File: src/rtl/q_frag_pipe.sv
// q_frag_pipe: WIDTH-bit, DEPTH-stage elastic register pipeline.
// Each stage carries a valid bit. Words move forward whenever the next
// stage is empty or draining, so bubbles collapse. Input and output both
// use valid/ready handshakes.
// Synchronous clear (flush) and a selectable synchronous set (preload)
// override the global enable. Clear wins over set, and QRT overrides
// everything asynchronously.

module q_frag_pipe #(
  parameter int               WIDTH       = 8,
  parameter int               DEPTH       = 2,
  parameter int               CNT_W       = 5,
  parameter logic [WIDTH-1:0] SET_VALUE   = {WIDTH{1'b1}},
  parameter logic [WIDTH-1:0] RESET_VALUE = {WIDTH{1'b0}}
) (
  input  logic             QCK,
  input  logic             QRT,
  input  logic             QST,
  input  logic             UQST,
  input  logic             QSTS,
  input  logic             UQRT,
  input  logic             QEN,
  input  logic [WIDTH-1:0] QDI,
  input  logic             QDI_VLD,
  output logic             QDI_RDY,
  output logic [WIDTH-1:0] AQZ,
  output logic             AQZ_VLD,
  input  logic             AQZ_RDY,
  output logic [CNT_W-1:0] OCC
);

  logic [WIDTH-1:0] stage_data [DEPTH];
  logic [DEPTH-1:0] stage_vld;
  logic [CNT_W-1:0] occ_q;

  logic             set_sel;
  logic             clr;
  logic             run;
  logic             pop;
  logic             push;
  logic [DEPTH-1:0] move;

  // Control decode, handshakes and per-stage move decisions, last stage first
  always_comb begin
    set_sel = QSTS ? UQST : QST;
    clr     = UQRT;
    run     = QEN & ~clr & ~set_sel & ~QRT;
    AQZ_VLD = stage_vld[DEPTH-1] & run;
    pop     = AQZ_VLD & AQZ_RDY;
    move    = '0;
    move[DEPTH-1] = pop;
    for (int k = DEPTH - 2; k >= 0; k--) begin
      move[k] = run & stage_vld[k] & (~stage_vld[k+1] | move[k+1]);
    end
    QDI_RDY = run & (~stage_vld[0] | move[0]);
    push    = QDI_VLD & QDI_RDY;
  end

  // Stage registers and occupancy: reset, then clear, then set, then shifting
  always_ff @(posedge QCK or posedge QRT) begin
    if (QRT) begin
      for (int k = 0; k < DEPTH; k++) begin
        stage_data[k] <= RESET_VALUE;
      end
      stage_vld <= '0;
      occ_q     <= '0;
    end else if (clr) begin
      for (int k = 0; k < DEPTH; k++) begin
        stage_data[k] <= RESET_VALUE;
      end
      stage_vld <= '0;
      occ_q     <= '0;
    end else if (set_sel) begin
      for (int k = 0; k < DEPTH; k++) begin
        stage_data[k] <= SET_VALUE;
      end
      stage_vld <= '1;
      occ_q     <= CNT_W'(DEPTH);
    end else begin
      if (push) begin
        stage_data[0] <= QDI;
        stage_vld[0]  <= 1'b1;
      end else if (move[0]) begin
        stage_vld[0]  <= 1'b0;
      end
      for (int k = 1; k < DEPTH; k++) begin
        if (move[k-1]) begin
          stage_data[k] <= stage_data[k-1];
          stage_vld[k]  <= 1'b1;
        end else if (move[k]) begin
          stage_vld[k]  <= 1'b0;
        end
      end
      occ_q <= occ_q + CNT_W'(push) - CNT_W'(pop);
    end
  end

  assign AQZ = stage_data[DEPTH-1];
  assign OCC = occ_q;

endmodule
File: config.mk
export PLATFORM = sky130hd
export DESIGN_NAME = q_frag_pipe
export DESIGN_NICKNAME = d
export VERILOG_FILES = /design/src/rtl/q_frag_pipe.sv
export SDC_FILE = /design/constraint.sdc
export NUM_CORES = 1
export LEC_CHECK = 0
export BUFFER_PORTS_ARGS = -buffer_cell sky130_fd_sc_hd__buf_2
export CAP_MARGIN = 20
export CORE_ASPECT_RATIO = 0.75
export CORE_MARGIN = 5
export CORE_UTILIZATION = 57
export CTS_CLUSTER_SIZE = 24
export DETAILED_ROUTE_END_ITERATION = 8
export PLACE_DENSITY = 0.93
export SLEW_MARGIN = 20
export SYNTH_ARGS = -nofsm -noshare
export SYNTH_HDL_FRONTEND = slang
export SYNTH_SLANG_ARGS = --single-unit
File: constraint.sdc
create_clock -name QCK -period 5.2 [get_ports QCK]
set_input_delay 0.78 -clock QCK [delete_from_list [all_inputs] [get_ports QCK]]
set_output_delay 0.78 -clock QCK [all_outputs]
set_load 0.02 [all_outputs]
==> results.toml <==
[detailed_routing]
drt-pass1-iter-count = 4
drt-vias-per-instance = 5.878
ant_nets = 0
wl_um = 2923
vias = 1105
drc = 0
drt_iter0_markers = 47
wl_per_cell_um = 15.55

[layout]
area_growth_pct = 6.526
seqCellArea_um2 = 575.6
fill_cells = 186
layout.nets = 178
layout-drive-gt1-share = 0.2532
multi_input_area_um2 = 624.3
post-route-cell-area_um2 = 1450
num_antenna_cells = 0

[yosys]
synth_top_area_frac = 0.4228
synth_edf_count = 0
synthArstFlopShare = 1.000
synth.distinct_cells = 33
yosys_most_used_dff = "dfrtp_1"
yosysTopAreaCell = "dfrtp_1"
seq_area_frac_synth = 0.4228
syn_area_um2 = 1361
syn_area_per_cell_um2 = 9.865
ys_ff_latch = 23
synth_area_leaders = "dfrtp_1 (42%), a311oi_1 (5.1%), a21oi_1 (4.8%)"
syn-num-nets = 161
synthesis.instances = 138
yosys_warnings = 0

[floorplanning]
ios = 32
chipHeight_um = 52.32
start_util = 0.5945
fp-row-count = 15
core_area_um2 = 2290
die_w_um = 66.43
die_area_um2 = 3476

[global_routing]
grt_max_degree = 31
overflow = 0
grt_pass1_vias = 1106
grt_pass1_wl_um = 4961
antenna_found_initial = 0
grtUsageTotal = 0.1887

[clock_tree]
cts_setup_buffers = 0
cts-root-buf = "clkbuf_4"
cts_resized = 0
clk_pin_slew_worst_paths_ns = 0.12
clock_sink_count = 23
cts_tree = "done"
htree_levels = 1
numCtsBuffers = 3
postCtsHoldBufs = 0
cts_max_path_buffers = 2
clock_latency_ns = 0.31

[sta]
fin_tns_setup_ns = 0
period_needed_ns = 2.749
max_slew.worst_pin.slew_ns = 0.8397
skew_ns = 0.006398
fin_crit_sh = 0.5287
whs_ns = 0.5588
setup_viol_count_final = 0
fmax_ghz = 0.3637
hold_viol_final = 0
finalMaxSlewViolations = 0
rsz0062_at_grt = "false"
max_slew_margin = 0.4396

[placement]
routabilityCongestion = 0.8255
dp_hpwl_um = 2242
portBuffers = 31
place_area_um2 = 1424

[worst_setup_path]
critPathKind = "in2reg"
cp.required_ns = 5.45
critPathCaptureType = "register"
startpoint_type = "primary input"
crit_fanout = 30
worstRegToRegCells = 9
cp.arrival_ns = 3.00

[pwr]
ir_drop_uv = 140.3
p_leak_nw = 0.7020
powerDensity_nw_per_um2 = 267.4

[worst_hold_path]
worstHoldPathCells = 2
min_path_type = "reg2reg"

[flow_run]
cap_violations = 0

[outcome]
outcome = "finished clean"
## flip-flops by register name, indices dropped and copies added, names as in the netlist
| signal | cells |
|---|---|
| OCC | 5 |
| stage_vld | 2 |
| AQZ | 8 |
| stage_data | 8 |
## cell usage in the layout, fill, tap and decap left out, drive strengths merged, types with 2 or more instances in the layout
cell	synthesis	final
and3	4	4
a21oi	13	13
mux2i	2	2
a311oi	8	8
a31oi	8	8
ha	5	5
clkbuf	4	4
dfrtp	23	23
o21ai	8	8
nor2	11	11
buf	15	31
nand3	4	4
and3b	3	3
a211oi	8	8
nand3b	2	2
inv	7	7
## routing by layer
layer	up-vias	GRT usage	part of all wire
met5	-	0	0
met4	0	0.03041	0.0082
met3	4	0.05579	0.069
met2	38	0.3147	0.48
met1	529	0.2469	0.44
li1	534	-	-
## metrics by stage
stage	power, mW	setup slack, ns	util	std cells
final	0.3877	2.451	0.6333	188
after floorplan	0.2897	2.461	-	138
after CTS	0.3896	2.475	0.6333	188
after global placement	0.3041	2.251	0.6219	184
after global routing	0.4116	2.340	0.6333	188
after detailed placement	0.3099	2.133	0.6219	184
## logic make-up after synthesis
family | after synthesis | synth area share
and+or+nand+nor | 29 | 0.1250
adders and majority gates | 6 | 0.06066
buffers and inverters | 26 | 0.1186
xor gates and xnor gates | 2 | 0.01287
muxes | 3 | 0.02573
AOI/OAI and AO/OA | 49 | 0.2344
DFF | 23 | 0.4228
## where the power goes
| part | internal [mW] | leakage, nW | switching [mW] |
|---|---|---|---|
| Combinational | 0.0391 | 0.395 | 0.0619 |
| Clock | 0.0300 | 0.0150 | 0.0506 |
| Sequential | 0.194 | 0.292 | 0.0117 |
## cell type report
| cell class | instances | area share |
|---|---|---|
| Tap cell | 34 | 0.02934 |
| Inverter | 7 | 0.01812 |
| Multi-Input combinational cell | 89 | 0.4305 |
| Sequential cell | 23 | 0.3969 |
| Timing Repair Buffer | 31 | 0.1070 |
| Clock buffer | 4 | 0.01812 |
## synthesized netlist by cell type, types with 3 or more instances
| cell | instances |
|---|---|
| a211oi_1 | 8 |
| a21oi_1 | 13 |
| a311oi_1 | 8 |
| a31oi_1 | 8 |
| and3_1 | 3 |
| and3b_1 | 3 |
| buf_2 | 3 |
| buf_4 | 8 |
| buf_6 | 4 |
| clkbuf_1 | 4 |
| dfrtp_1 | 23 |
| ha_1 | 5 |
| inv_1 | 7 |
| nand3_1 | 4 |
| nor2_1 | 10 |
| o21ai_0 | 8 |
## path summary, 6_finish.rpt
check                      slack, ns           start        endpoint
max                             2.45            QSTS          OCC[4]
min                             0.56  stage_data[12]  stage_data[12]
max reg2reg                     2.73    stage_vld[0]          OCC[4]
min reg2reg                     0.56  stage_data[12]  stage_data[12]
max in group asynchronous       4.04             QRT          OCC[4]
min in group asynchronous       0.64             QRT  stage_data[14]
## worst max-delay path, cell delays in order
cell and delay (ns):
buf_2 0.12, mux2_4 0.43, nor2_2 0.20, nand3_1 0.11, ha_1 0.30, inv_1 0.04, ha_1 0.20, fa_1 0.42
nand3_1 0.13, a21oi_1 0.07, and3b_1 0.21
No activity file was read; power rests on OpenSTA's default activity.
